**src/rtl/ldw_cpu_pkg.sv**
```systemverilog
// Shared encodings for the ldw fetch path: FSM states, next-PC selects
// and the default reset PC.
package ldw_cpu_pkg;

  typedef enum logic [1:0] {
    ST_IDLE = 2'b00,
    ST_LOAD = 2'b01,
    ST_RUN  = 2'b10
  } fetch_state_e;

  typedef enum logic [1:0] {
    PCS_SEQ = 2'b00,
    PCS_BR  = 2'b01,
    PCS_REG = 2'b10,
    PCS_JMP = 2'b11
  } pcsource_e;

  localparam logic [31:0] LDW_RESET_PC = 32'h0000_0000;
  localparam logic [31:0] WORD_MASK    = 32'hFFFF_FFFC;

endpackage

```
**src/rtl/ldw_npc_mux.sv**
```systemverilog
// Next-PC selector: sequential, branch, register or jump target, with the
// result forced onto a word boundary.
module ldw_npc_mux
  import ldw_cpu_pkg::*;
(
  input  logic [31:0] pc,
  input  logic [1:0]  pcsource,
  input  logic [31:0] bpc,
  input  logic [31:0] rpc,
  input  logic [31:0] jpc,
  output logic [31:0] npc
);

  logic [31:0] sel;

  // Pick the target, then clear the byte-offset bits.
  always_comb begin
    sel = pc + 32'd4;
    case (pcsource)
      PCS_SEQ: sel = pc + 32'd4;
      PCS_BR:  sel = bpc;
      PCS_REG: sel = rpc;
      PCS_JMP: sel = jpc;
      default: sel = pc + 32'd4;
    endcase
    npc = sel & WORD_MASK;
  end

endmodule

```
**src/rtl/ldw_fetch_ctrl.sv**
```systemverilog
// Fetch controller: IDLE/LOAD/RUN FSM, PC register, fetch counter and the
// shared instruction-memory port between the loader and instruction fetch.
module ldw_fetch_ctrl
  import ldw_cpu_pkg::*;
#(
  parameter logic [31:0] RESET_PC   = LDW_RESET_PC,
  parameter int          DELAY_SLOT = 1
) (
  input  logic        clk,
  input  logic        clrn,
  input  logic        run,
  input  logic        stall,
  input  logic [1:0]  pcsource,
  input  logic [31:0] bpc,
  input  logic [31:0] rpc,
  input  logic [31:0] jpc,
  input  logic        ld_req,
  input  logic [31:0] ld_addr,
  input  logic [31:0] ld_data,
  output logic        ld_gnt,
  output logic [31:0] pc,
  output logic [31:0] imem_addr,
  output logic        imem_we,
  output logic [31:0] imem_wdata,
  output logic        fetch_valid,
  output logic        flush,
  output logic [31:0] fetch_cnt,
  output logic [1:0]  state
);

  fetch_state_e state_q, state_d;
  logic [31:0]  pc_q, pc_d;
  logic [31:0]  fetch_cnt_q, fetch_cnt_d;
  logic         ld_gnt_q, ld_gnt_d;
  logic [31:0]  npc;

  ldw_npc_mux u_npc_mux (
    .pc       (pc_q),
    .pcsource (pcsource),
    .bpc      (bpc),
    .rpc      (rpc),
    .jpc      (jpc),
    .npc      (npc)
  );

  // State, PC, counter and grant registers with asynchronous reset.
  always_ff @(posedge clk or negedge clrn) begin
    if (!clrn) begin
      state_q     <= ST_IDLE;
      pc_q        <= RESET_PC;
      fetch_cnt_q <= '0;
      ld_gnt_q    <= 1'b0;
    end else begin
      state_q     <= state_d;
      pc_q        <= pc_d;
      fetch_cnt_q <= fetch_cnt_d;
      ld_gnt_q    <= ld_gnt_d;
    end
  end

  // Next-state logic; the grant is held exactly while the FSM stays in LOAD.
  always_comb begin
    state_d     = state_q;
    pc_d        = pc_q;
    fetch_cnt_d = fetch_cnt_q;
    ld_gnt_d    = 1'b0;
    case (state_q)
      ST_IDLE: begin
        if (ld_req) begin
          state_d  = ST_LOAD;
          ld_gnt_d = 1'b1;
        end else if (run) begin
          state_d = ST_RUN;
          pc_d    = RESET_PC;
        end
      end
      ST_LOAD: begin
        if (ld_req) ld_gnt_d = 1'b1;
        else        state_d  = ST_IDLE;
      end
      ST_RUN: begin
        if (!run) begin
          state_d = ST_IDLE;
        end else if (!stall) begin
          pc_d        = npc;
          fetch_cnt_d = fetch_cnt_q + 32'd1;
        end
      end
      default: state_d = ST_IDLE;
    endcase
  end

  // Memory-port arbitration and status outputs.
  always_comb begin
    imem_we    = ld_req && ld_gnt_q;
    imem_addr  = pc_q;
    imem_wdata = '0;
    if (state_q == ST_LOAD) begin
      imem_addr  = ld_addr & WORD_MASK;
      imem_wdata = ld_data;
    end
    fetch_valid = (state_q == ST_RUN);
    flush       = (DELAY_SLOT == 0) && (state_q == ST_RUN) && !stall &&
                  (pcsource != PCS_SEQ);
  end

  assign ld_gnt    = ld_gnt_q;
  assign pc        = pc_q;
  assign fetch_cnt = fetch_cnt_q;
  assign state     = state_q;

endmodule
```
**config.mk**
```make
export PLATFORM = sky130hd
export DESIGN_NAME = ldw_fetch_ctrl
export DESIGN_NICKNAME = d
export VERILOG_FILES = /design/src/rtl/ldw_cpu_pkg.sv /design/src/rtl/ldw_npc_mux.sv /design/src/rtl/ldw_fetch_ctrl.sv
export SDC_FILE = /design/constraint.sdc
export NUM_CORES = 1
export LEC_CHECK = 0
export CORE_ASPECT_RATIO = 2
export CORE_MARGIN = 2
export CORE_UTILIZATION = 24
export CTS_CLUSTER_SIZE = 28
export DETAILED_ROUTE_END_ITERATION = 7
export SYNTH_ARGS = -nofsm -noshare
export SYNTH_HDL_FRONTEND = slang
export SYNTH_SLANG_ARGS = --single-unit
```
**constraint.sdc**
```tcl
create_clock -name clk -period 1.95 [get_ports clk]
set_input_delay 0.39 -clock clk [delete_from_list [all_inputs] [get_ports clk]]
set_output_delay 0.39 -clock clk [all_outputs]
set_load 0.03 [all_outputs]
```
# Word-level counts from Yosys, hierarchy flattened
# Cells that the tools add are included.
op_classes:
  addsub: 2
  multipliers: 0
  div_mod_pow: 0
  magnitude_cmp: 0
  eq_ne: 12
  shifts: 0
  n_mux: 15
  bitwise_logic: 1
  n_reduce_logical: 8
op_table:
  columns: ["cell", "count"]
  rows:
  - ["32-bit 2-to-1 mux", 6]
  - ["32-bit one-hot mux with 4 select lines", 1]
  - ["32-bit one-hot mux with 2 select lines", 1]
  - ["32-bit by 1-bit adder with 32-bit output, second input constant", 1]
  - ["32-bit by 3-bit adder with 32-bit output, second input constant", 1]
  - ["2-bit != test, second input constant", 6]
  - ["2-bit 2-to-1 mux", 4]
  - ["2-bit == test, second input constant", 3]
  - ["2-bit one-hot mux with 3 select lines", 1]
  - ["3-bit AND reduction", 2]
  - ["5-bit AND reduction", 1]
  - ["2-bit by 1-bit == test with 1-bit output, second input constant", 2]
  - ["2-bit zero test", 2]
  - ["3-bit != test, second input constant", 1]
  - ["1-bit 2-to-1 mux", 2]
  - ["2-bit nonzero test", 1]
  - ["2-bit OR reduction", 1]
  - ["1-bit logical AND", 1]
  - ["1-bit NOT", 1]
word_totals:
  regBits: 67
  latchBits: 0
  ram_bits: 0
  romBits: 0
  input_bits: 167
  output_inout_bits: 134
  wordCells: 42
  memories: 0

# Logic depth before layout (Yosys ltp)
# Gate-level depths: netlist of the first run.
depth:
  word_depth: 5
  mapped_depth: 8
  mapped_depth_nobuf: 6

# Hierarchy
# Synthesis of the first run repeated with hierarchy kept, for this count alone.
hier_totals:
  cells_unflattened: 535
  area_unflattened_um2: 4869.7
by_module_without_submodules:
  columns: ["mod", "n_inst", "cells_each", "area_each_um2", "seq_area_each_um2"]
  rows:
  - ["ldw_fetch_ctrl", 1, 402, 3500.9, 1676.6]
  - ["ldw_npc_mux", 1, 133, 1368.8, 0.0]

# Worst setup path before layout of the first run
# OpenSTA, ideal clock, no wires.
synth_timing:
  path_kind: "reg-to-output"
  startpoint: "register state_q[0] (netlist: state[0])"
  endpoint: "output port imem_addr[2]"
  arrival_time_ps: 1848
  required_ps: 1560
  setup_slack_ps: -288
  path_stages_with_launch: 5
  cell_sequence: "dfrtp_1 nor2b_1 clkbuf_1 clkbuf_1 o21ai_0"
synth_via:
  elab_chain_len: 2
synth_lines:
  columns: ["item", "line_no", "source"]
  rows:
  - ["start, declared", "ldw_fetch_ctrl.sv:31", "fetch_state_e state_q, state_d;"]
  - ["start signal, assigned", "ldw_fetch_ctrl.sv:54", "state_q <= state_d;"]
  - ["2-bit by 1-bit == test with 1-bit output", "ldw_fetch_ctrl.sv:98", "if (state_q == ST_LOAD) begin"]
  - ["32-bit 2-to-1 mux", "ldw_fetch_ctrl.sv:98", null]
  - ["end, declared", "ldw_fetch_ctrl.sv:22", "output logic [31:0] imem_addr,"]
# No other way between the ends.

# Worst setup path after layout of the first run
layout_timing:
  startpoint: "register state_q[1] (netlist: state[1])"
  endpoint: "output port imem_addr[9]"
# Same word-level chain as after synthesis.

==> run summary, run 1 <==
LOGIC SYNTHESIS
-------------------------------------------------------------------------------------
Number of warnings reported in the yosys synthesis log                              0
Top_reg_cell synth                                                       sky130_fd_sc_hd__dfrtp_1
Area leader, netlist                                                     sky130_fd_sc_hd__dfrtp_1
Yosys top cell area share                                                       0.347
Synthesized instance count                                                        518
Fraction of the yosys area taken by sequential cells                            0.347
Largest cells by area after synthesis                                    sky130_fd_sc_hd__dfrtp_1 (35%), sky130_fd_sc_hd__mux2_2 (8.7%), sky130_fd_sc_hd__and2_1 (4.9%)
Distinct cells, synth                                                              55
#FFs+latches synth                                                                 65
Mean post-synth cell area                                                  9.04 sq um
Post-synthesis instance area                                               4680 sq um
Count of flip-flops with a built-in enable after synthesis                          0
Fraction of registers with async set/reset                                       1.00

TIMING
-------------------------------------------------------------------------------------
Post-route setup TNS                                                         -4.40 ns
Final setup viols                                                                  59
Final worst-path setup slack                                                -0.136 ns
Final worst path period share                                                    1.07
Max Transition Viols Final                                                          0
Unrepaired setup endpoints after global routing                                  true
Clock period minus final worst setup slack                                    2.09 ns
Number of hold-slack violations in the final timing report                          0
Maximum operating frequency                                                   479 MHz
Worst hold slack after final layout                                          0.471 ns
Post-route clock skew                                                       0.0133 ns

DETAILED ROUTING
-------------------------------------------------------------------------------------
Per-cell via count in the routed design                                          4.84
Count of routing violations after the opening detailed-route iteration            206
Average wire per standard cell                                                19.3 um
Sum of routed wire segments on met1                                           8040 um
Number of nets still failing antenna checks after routing                           0
Met2 wire length                                                            12,700 um
Detail Route met3 WL                                                          1090 um
Top routing layer in use                                                         met4
Total via count after detailed routing                                          5,616
DRC viols                                                                           0
DR pass1 iterations                                                                 4
Routed wire length                                                          22,400 um

GRT
-------------------------------------------------------------------------------------
Pin count of the biggest net entering global routing                               27
Global-route congestion overflow total                                              0
Global-route wire length before repair                                      32,800 um
GRT Total Usage                                                                 0.212
Vias in the first global route                                                  5,734
Number of antenna violations at the first check in global routing                   0

WORST SETUP PATH
-------------------------------------------------------------------------------------
WP buf/inv                                                                          3
Largest stage delay, worst path                                               0.41 ns
Critical Path Sink Type                                                  primary output
Crit-path max FO                                                                    7
Cells along the critical path                                            nor2b_4, buf_12, buf_16, mux2_4, buf_6
Worst Setup Path Type                                                      reg -> out
Critical path launch point type                                                  flop
Slowest-stage cell, CP                                                   sky130_fd_sc_hd__dfrtp_1
Crit path arrival time                                                        1.70 ns
Endpoint required time on the critical path                                   1.56 ns
Crit-path leading delay family                                           buffers and inverters

CLOCK NETWORK
-------------------------------------------------------------------------------------
Register clock-pin slew on the reported worst setup and hold paths            0.06 ns
Clock buffer depth                                                                  2
Number of buffers created by CTS                                                    9
Clock sink count                                                                   65
CTS Root Buffer Type                                                     sky130_fd_sc_hd__clkbuf_16
Insertion delay to the later sink of the worst-skew pair                      0.34 ns
CTS tree                                                                         done
Clock H-tree levels                                                                 3

JOB
-------------------------------------------------------------------------------------
Number of max-capacitance violations reported                                       0

PLACE
-------------------------------------------------------------------------------------
Post-detail-place hpwl                                                      17,300 um
Gp weighted congestion                                                          0.952
Area after DPL                                                             8450 sq um
Dpl cells                                                                       1,121
Worst slack at placement                                                    -0.215 ns
I/O Buffers                                                                       287

POWER
-------------------------------------------------------------------------------------
Sw Share                                                                        0.336
Combinational power share                                                       0.388
Clock power share                                                               0.318
Net switching power figure                                                    1.77 mW
Total power per unit cell area                                            554 nW/um^2
Register share of total power                                                   0.295
Leakage power                                                                 4.23 nW
Worst vdd rail ir drop                                                     0.000398 V
Total internal power                                                          3.50 mW

OUTCOME
-------------------------------------------------------------------------------------
Violations in the final reports                                          setup timing
Run status                                                               finished, violations left

DIE
-------------------------------------------------------------------------------------
Area of the core                                                         19,300 sq um
Rows                                                                               72
Number of top-level design ports                                                  301
Vertical die dimension                                                         202 um
Effective utilization at floorplan                                              0.243
Die area                                                                 20,700 sq um
Die X-Extent                                                                   103 um

FINAL LAYOUT
-------------------------------------------------------------------------------------
Design area                                                                9520 sq um
Sequential cell area                                                       1640 sq um
Ratio of cells with drive above 1 in the final layout                           0.347
Multi-input combinational cell area                                        3110 sq um
Final instance count without filler cells                                       1,161
Layout overhead on the synthesized area                                          103%
Number of inserted filler cells in the final layout                             1,892
Net count of the finished layout                                                1,066
Number of inserted diodes                                                           0

HOLD PATH
-------------------------------------------------------------------------------------
Type of the worst min-delay path                                           reg -> reg

-- stage by stage --
step | power (mW) | utilization
final | 5.27 | 0.494
after global routing | 5.50 | 0.494
after CTS | 5.26 | 0.479
after detailed placement | 3.38 | 0.438
after global placement | 3.38 | 0.438
after floorplan | 2.38 | -
-- path summary, 6_finish.rpt --
check	start	end	slack, ns	cells after the start
worst max register to register	state[1]	pc[17]	0.05	9
min in group asynchronous	clrn	fetch_cnt[9]	0.51	2
worst min register to register	fetch_cnt[31]	fetch_cnt[31]	0.47	1
worst max-delay path	state[1]	imem_addr[9]	-0.14	5
max in group asynchronous	clrn	pc[15]	0.89	3
worst min-delay path	fetch_cnt[31]	fetch_cnt[31]	0.47	1
-- layout make-up --
class / instances / area share
tap: 259 / 0.0341
sequential: 65 / 0.172
multi-input combinational: 400 / 0.327
timing repair buffer: 400 / 0.427
clock inverter: 7 / 0.00802
clock buffer: 9 / 0.0237
inverter: 21 / 0.00828
-- layer usage --
metal / up-vias / track usage
met1: 2714 / 0.227
li1: 2673 / -
met3: 32 / 0.0389
met4: 0 / 0.0714
met5: - / 0
met2: 197 / 0.401
-- synth_stat cells, drive strengths merged (3+ instances only) --
cell / n
a21o: 4
a21oi: 23
a221o: 4
a22o: 4
and2: 37
and3: 16
and4: 6
buf: 21
clkbuf: 15
dfrtp: 65
inv: 21
mux2: 36
mux2i: 10
nand2: 38
nand3: 15
nand4: 22
nor2: 21
nor2b: 4
nor3: 10
nor4: 7
o21ai: 43
o221ai: 20
o2bb2ai: 14
o31ai: 3
or4: 3
xnor2: 24
xor2: 8
-- state kept, by name, summed over array words and instances (netlist names) --
name / flops
fetch_cnt: 32
pc: 30
ld_gnt: 1
state: 2
-- logic make-up (layout without fill, tap and decap cells) --
family,Yosys count,count (layout),share of synthesized area
simple gates,189,189,0.238
flops,65,65,0.347
xor+xnor,32,32,0.0599
compound gates,124,124,0.177
other cells,1,5,0.000801
fa+ha+maj,2,2,0.00534
mux,48,48,0.118
buf+inv,57,437,0.0540
-- power by group through the flow --
stage	clock, mW	combinational [mW]	sequential, mW
6_report	1.67	2.04	1.55
5_1_grt	1.77	2.16	1.57
4_1_cts	1.71	2.00	1.55
3_5_place_dp	0	1.81	1.57
3_3_place_gp	0	1.80	1.57
2_1_floorplan	0	0.672	1.71
-- cells in the final DEF, fill, tap and decap left out, types with 13 or more instances in the layout --
cell type and n:
sky130_fd_sc_hd__nand2_1 27, sky130_fd_sc_hd__o221ai_1 20, sky130_fd_sc_hd__buf_6 66, sky130_fd_sc_hd__o21ai_0 26, sky130_fd_sc_hd__mux2_2 21, sky130_fd_sc_hd__and2_1 15
sky130_fd_sc_hd__nand4_1 20, sky130_fd_sc_hd__a21oi_1 23, sky130_fd_sc_hd__clkdlybuf4s50_1 199, sky130_fd_sc_hd__buf_4 89, sky130_fd_sc_hd__dlygate4sd2_1 15, sky130_fd_sc_hd__nor2_1 20
sky130_fd_sc_hd__inv_1 21, sky130_fd_sc_hd__mux2_4 15, sky130_fd_sc_hd__o2bb2ai_1 14, sky130_fd_sc_hd__xnor2_1 24, sky130_fd_sc_hd__and2_4 20, sky130_fd_sc_hd__nand3_1 13
sky130_fd_sc_hd__buf_12 13, sky130_fd_sc_hd__and3_1 14, sky130_fd_sc_hd__dfrtp_1 56
-- repair_timing --
item                       CTS  global route
hold buffers                 1             0
setup endpoints to repair   75            78
cloned                       2             2
resized for setup          190            51
pin swaps                   16             8
buffers inserted            11            10
hold endpoints to repair    10             0
(Power assumes the default switching activity.)
==> run 2: changes to the inputs <==
==> constraint.sdc (replaced) <==
create_clock -name clk -period 2.6 [get_ports clk]
set_input_delay 0.52 -clock clk [delete_from_list [all_inputs] [get_ports clk]]
set_output_delay 0.52 -clock clk [all_outputs]
set_load 0.03 [all_outputs]
==> run 2 against run 1 <==
The flow now finishes without violations. Power is 31% lower. Clock skew is 0.0055 ns lower. Hold slack worse by 0.16 ns. Critical path type unchanged. First-iteration DRC count is 18% lower. Die area stayed put.
==> run summary, run 2 (synthesis gave the netlist of run 1 again) <==
WORST SETUP PATH
-------------------------------------------------------------------------------------
Worst setup path start                                                       state[1]
Critical path launch point type                                                  flop
Worst r2r dst                                                                  pc[22]
Worst Setup Path Type                                                      reg -> out
R2r startpoint                                                                  pc[2]
Critical Path Sink Type                                                  primary output
Endpoint required time on the critical path                                   2.08 ns   +0.52 ns
Crit-path max FO                                                                   27   +20
Register-to-register setup slack                                              0.44 ns   +0.39 ns
Worst reg2reg path depth                                                            6   -3
Crit path arrival time                                                        2.00 ns   +0.30 ns

JOB
-------------------------------------------------------------------------------------
Number of max-capacitance violations reported                                       0   unchanged

TIMING
-------------------------------------------------------------------------------------
Unrepaired setup endpoints after global routing                                 false
Worst Tran Pin Value                                                         0.909 ns
Clock period minus final worst setup slack                                    2.52 ns
Headroom to the max-slew limit                                                  0.394
Number of hold-slack violations in the final timing report                          0   unchanged
Max Transition Viols Final                                                          0   unchanged
Final setup viols                                                                   0   -100%
Maximum operating frequency                                                   396 MHz
Post-route setup TNS                                                             0 ns   +4.40 ns
Final worst path period share                                                   0.971
Post-route clock skew                                                      0.00782 ns   -0.00546 ns

FINAL LAYOUT
-------------------------------------------------------------------------------------
Net count of the finished layout                                                  982   -7.9%
Layout overhead on the synthesized area                                         76.0%
Number of inserted filler cells in the final layout                             1,973   +4.3%
Number of flip-flops under the largest register name                               32   unchanged
Final instance count without filler cells                                       1,077   -7.2%
Share of the core filled with cells                                             0.427   -0.0661
Top library cells by usage in the layout, fill and taps aside            sky130_fd_sc_hd__clkdlybuf4s50_1 (247), sky130_fd_sc_hd__dfrtp_1 (65), sky130_fd_sc_hd__buf_4 (44)
Number of inserted diodes                                                           0   unchanged
Sequential cell area                                                       1630 sq um   -0.69%
Ratio of cells with drive above 1 in the final layout                           0.147   -0.200
Design area                                                                8240 sq um   -13%
Multi-input combinational cell area                                        2830 sq um   -9.2%
Most frequent standard cell in the layout excluding fill and tap cells   sky130_fd_sc_hd__clkdlybuf4s50_1

PLACE
-------------------------------------------------------------------------------------
Dpl cells                                                                       1,061   -5.4%
Area after DPL                                                             7950 sq um   -5.9%
Gp weighted congestion                                                          0.799   -16%
I/O Buffers                                                                       287   unchanged
Post-detail-place hpwl                                                      15,800 um   -9.1%

DETAILED ROUTING
-------------------------------------------------------------------------------------
DR pass1 iterations                                                                 4   unchanged
DRC viols                                                                           0   unchanged
Routed wire length                                                          20,000 um   -11%
Number of nets still failing antenna checks after routing                           0   unchanged
Per-cell via count in the routed design                                          4.77   -1.4%
Average wire per standard cell                                                18.5 um   -3.9%
Count of routing violations after the opening detailed-route iteration            169   -18%
Total via count after detailed routing                                          5,136   -8.5%

CLOCK NETWORK
-------------------------------------------------------------------------------------
Insertion delay to the later sink of the worst-skew pair                      0.34 ns   about the same
Number of buffers created by CTS                                                    9   unchanged
Register clock-pin slew on the reported worst setup and hold paths            0.06 ns   about the same
CTS tree                                                                         done
Clock buffer depth                                                                  2   unchanged
Hold buffer count at CTS                                                            0   -1
CTS Root Buffer Type                                                     sky130_fd_sc_hd__clkbuf_16
Clock sink count                                                                   65   unchanged
Clock H-tree levels                                                                 3   unchanged

OUTCOME
-------------------------------------------------------------------------------------
Run status                                                               complete, no violations

POWER
-------------------------------------------------------------------------------------
Leakage power                                                                 3.40 nW   -20%
Total power per unit cell area                                            444 nW/um^2   -20%
Total power draw                                                              3.66 mW   -31%
Worst vdd rail ir drop                                                     0.000239 V   -40%

DIE
-------------------------------------------------------------------------------------
Effective utilization at floorplan                                              0.243   unchanged
Area of the core                                                         19,300 sq um   unchanged
Rows                                                                               72   unchanged
Vertical die dimension                                                         202 um   unchanged
Die X-Extent                                                                   103 um   unchanged
Die area                                                                 20,700 sq um   unchanged
Number of top-level design ports                                                  301   unchanged

GRT
-------------------------------------------------------------------------------------
GRT Total Usage                                                                 0.193   -0.0190
Pin count of the biggest net entering global routing                               66   +140%
Vias in the first global route                                                  5,311   -7.4%
Number of antenna violations at the first check in global routing                   1   +1
Global-route wire length before repair                                      30,100 um   -8.2%
Global-route congestion overflow total                                              0   unchanged

HOLD PATH
-------------------------------------------------------------------------------------
Type of the worst min-delay path                                          in -> async

==> run 2: critical path, stage by stage, from the launching register on <==
cell and delay [ns]:
sky130_fd_sc_hd__dfrtp_1 0.40, sky130_fd_sc_hd__nor2b_4 0.15, sky130_fd_sc_hd__buf_4 0.27, sky130_fd_sc_hd__and2_1 0.17, sky130_fd_sc_hd__clkdlybuf4s50_1 0.67
==> run 2: layout make-up <==
type | count | area share
Timing Repair Buffer | 316 | 0.374
Inverter | 21 | 0.00957
Sequential cell | 65 | 0.197
Clock inverter | 7 | 0.00957
Clock buffer | 9 | 0.0273
Tap cell | 259 | 0.0393
Multi-Input combinational cell | 400 | 0.343
==> run 2: where the power goes <==
part           leakage [nW]  switching (mW)  internal (mW)
Combinational          2.38           0.618          0.597
Sequential            0.881           0.105           1.07
Clock                 0.139           0.512          0.751
Total                  3.40            1.24           2.42
==> run 2: timing repair <==
item                       CTS  global route
pin swaps                    0             0
setup buffers                0             0
setup endpoints to repair   17             2
resized for setup           17             2
gates cloned                 0             0
==> run 2: how the worst max path moves through the flow <==
stage	endpoint	cells past startpoint
2_1_floorplan	imem_addr[2]	4
3_3_place_gp	fetch_cnt[31]	6
3_5_place_dp	fetch_cnt[31]	6
4_1_cts	imem_wdata[18]	4
5_1_grt	imem_wdata[27]	4
6_report	imem_wdata[22]	4
==> run 2: layer usage <==
metal | up-vias | part of all wire | global-route usage
li1 | 2491 | - | -
met1 | 2439 | 0.38 | 0.218
met5 | - | 0 | 0
met3 | 24 | 0.050 | 0.0302
met2 | 182 | 0.55 | 0.357
met4 | 0 | 0.024 | 0.0648
==> run 2: per-stage QoR <==
stage,worst slack (ns),hold WS (ns)
final,0.0750,0.313
after CTS,0.0505,0.342
after floorplan,0.232,0.224
after global placement,0.0199,0.458
after detailed placement,0.00387,0.462
after global routing,0.000991,0.374
==> run 3: changes to the inputs <==
--- a/config.mk
+++ b/config.mk
@@ -8,6 +8,7 @@
 export CORE_ASPECT_RATIO = 2
 export CORE_MARGIN = 2
 export CORE_UTILIZATION = 24
+export CTS_BUF_LIST = sky130_fd_sc_hd__clkbuf_4 sky130_fd_sc_hd__clkbuf_8
 export CTS_CLUSTER_SIZE = 28
 export DETAILED_ROUTE_END_ITERATION = 7
 export SYNTH_ARGS = -nofsm -noshare
==> run 3 against run 2 <==
Non-clock buffer count did not move. Critical endpoint is now imem_addr[5]. Cell area fell by 0.53%. Worst setup slack improved by 0.031 ns. Critical path type unchanged. Critical path depth rose by 1.
==> run summary, run 3 (synthesis gave the netlist of run 1 again) <==
TIMING
-------------------------------------------------------------------------------------
Clock period minus final worst setup slack                                    2.49 ns   -0.0312 ns
Worst hold slack after final layout                                          0.276 ns   -0.0366 ns
Final setup viols                                                                   0   unchanged
Max Transition Viols Final                                                          0   unchanged
Headroom to the max-slew limit                                                  0.404   +0.00956
Worst Tran Pin Value                                                         0.895 ns   -0.0143 ns
Post-route clock skew                                                       0.0101 ns   +0.00231 ns
Unrepaired setup endpoints after global routing                                 false
Post-route setup TNS                                                             0 ns   unchanged
Final worst path period share                                                   0.959   -0.0120
Number of hold-slack violations in the final timing report                          0   unchanged
Maximum operating frequency                                                   401 MHz   +1.3%

FINAL LAYOUT
-------------------------------------------------------------------------------------
Top library cells by usage in the layout, fill and taps aside            sky130_fd_sc_hd__clkdlybuf4s50_1 (224), sky130_fd_sc_hd__dfrtp_1 (65), sky130_fd_sc_hd__buf_4 (44)
Number of inserted diodes                                                           0   unchanged
Layout overhead on the synthesized area                                         75.1%
Number of inserted filler cells in the final layout                             1,985   +0.61%
Number of flip-flops under the largest register name                               32   unchanged
Net count of the finished layout                                                  982   unchanged
Most frequent standard cell in the layout excluding fill and tap cells   sky130_fd_sc_hd__clkdlybuf4s50_1
Ratio of cells with drive above 1 in the final layout                           0.147   unchanged
Design area                                                                8200 sq um   -0.53%

PLACE
-------------------------------------------------------------------------------------
Post-detail-place hpwl                                                      15,800 um   unchanged
Area after DPL                                                             7950 sq um   unchanged
Gp weighted congestion                                                          0.799   unchanged
I/O Buffers                                                                       287   unchanged

CLOCK NETWORK
-------------------------------------------------------------------------------------
Hold buffer count at CTS                                                            0   unchanged
Register clock-pin slew on the reported worst setup and hold paths            0.08 ns   +0.02 ns
Clock buffer depth                                                                  2   unchanged
CTS Root Buffer Type                                                     sky130_fd_sc_hd__clkbuf_8
Setup fix buffers added after clock tree synthesis                                  0   unchanged
Insertion delay to the later sink of the worst-skew pair                      0.36 ns   +0.02 ns
Clock H-tree levels                                                                 3   unchanged
Clock sink count                                                                   65   unchanged
CTS tree                                                                         done
Number of buffers created by CTS                                                    9   unchanged
CTS-repair resized insts                                                           17   unchanged

DIE
-------------------------------------------------------------------------------------
Effective utilization at floorplan                                              0.243   unchanged
Die area                                                                 20,700 sq um   unchanged
Number of top-level design ports                                                  301   unchanged
Vertical die dimension                                                         202 um   unchanged
Die X-Extent                                                                   103 um   unchanged
Area of the core                                                         19,300 sq um   unchanged
Rows                                                                               72   unchanged

POWER
-------------------------------------------------------------------------------------
Worst vdd rail ir drop                                                     0.000293 V   +23%
Total power draw                                                              3.31 mW   -9.5%
Leakage power                                                                 3.71 nW   +9.1%
Total power per unit cell area                                            404 nW/um^2   -9.0%

OUTCOME
-------------------------------------------------------------------------------------
Run status                                                               complete, no violations

WORST SETUP PATH
-------------------------------------------------------------------------------------
Slowest-stage cell, CP                                                   sky130_fd_sc_hd__clkdlybuf4s50_1
Critical Path Sink Type                                                  primary output
Worst Setup Path Type                                                      reg -> out
Endpoint required time on the critical path                                   2.08 ns   about the same
Crit path arrival time                                                        1.97 ns   -0.03 ns
Crit-path max FO                                                                   48   +78%
Largest stage delay, worst path                                               0.69 ns   +0.02 ns
Cells along the critical path                                            nor2b_4, buf_12, nand2_1, o21ai_0, clkdlybuf4s50_1
R2r startpoint                                                                  pc[2]
Critical path launch point type                                                  flop
Worst setup path start                                                       state[1]

GRT
-------------------------------------------------------------------------------------
Vias in the first global route                                                  5,296   -0.28%
Pin count of the biggest net entering global routing                               66   unchanged
Number of antenna violations at the first check in global routing                   1   unchanged
Global-route wire length before repair                                      30,000 um   -0.34%
Global-route congestion overflow total                                              0   unchanged
GRT Total Usage                                                                 0.192   -0.00105

DETAILED ROUTING
-------------------------------------------------------------------------------------
DR pass1 iterations                                                                 4   unchanged
Total via count after detailed routing                                          5,167   +0.60%
Met2 wire length                                                            11,000 um   -0.25%
Detail Route met3 WL                                                          1090 um   +11%
Average wire per standard cell                                                18.6 um   +0.35%
Top routing layer in use                                                         met4
Per-cell via count in the routed design                                          4.80   +0.60%
Routed wire length                                                          20,000 um   +0.35%
Number of nets still failing antenna checks after routing                           0   unchanged
Count of routing violations after the opening detailed-route iteration            179   +5.9%
Sum of routed wire segments on met1                                           7500 um   about the same
DRC viols                                                                           0   unchanged

JOB
-------------------------------------------------------------------------------------
Number of max-capacitance violations reported                                       0   unchanged

HOLD PATH
-------------------------------------------------------------------------------------
Type of the worst min-delay path                                          in -> async

==> run 3: per-stage QoR <==
step / cells / utilization / worst slack (ns)
4_1_cts: 1077 / 0.422 / 0.0228
5_1_grt: 1077 / 0.425 / 0.0125
3_3_place_gp: 1061 / 0.413 / 0.0199
3_5_place_dp: 1061 / 0.413 / 0.00387
2_1_floorplan: 522 / - / 0.232
6_report: 1077 / 0.425 / 0.106
==> run 3: critical path: cells and delay by family, from the launching register on <==
family,cells,cell delay (ns)
simple gates,2,0.22
compound gates,1,0.07
buf+inv,2,0.92
flops,1,0.41
==> run 3: area by class of cell <==
class	instances	area (sq um)	share of cell area
Sequential cell	65	1630	0.198
Tap cell	259	324	0.0395
Inverter	21	78.8	0.00962
Clock buffer	9	124	0.0151
Multi-Input combinational cell	400	2830	0.345
Clock inverter	7	78.8	0.00962
Timing Repair Buffer	316	3140	0.383
==> run 3: worst paths after layout <==
| path | cells after the start | slack [ns] | to |
|---|---|---|---|
| setup / recovery | 5 | 0.11 | imem_addr[5] |
| hold / removal | 1 | 0.28 | fetch_cnt[3] |
| setup reg to reg | 6 | 0.41 | pc[22] |
| hold reg to reg | 1 | 0.47 | fetch_cnt[31] |
| max in group asynchronous | 1 | 1.73 | state[0] |
| min in group clk | 1 | 0.47 | fetch_cnt[31] |
==> run 3: metal layers <==
metal,GRT usage,vias to the layer above
li1,-,2484
met1,0.218,2473
met2,0.355,185
met3,0.0302,25
met4,0.0630,0
met5,0,-
==> run 3: where the power goes <==
group	switching [mW]	internal, mW
Clock	0.472	0.451
Combinational	0.617	0.593
Sequential	0.106	1.07
Total	1.20	2.11
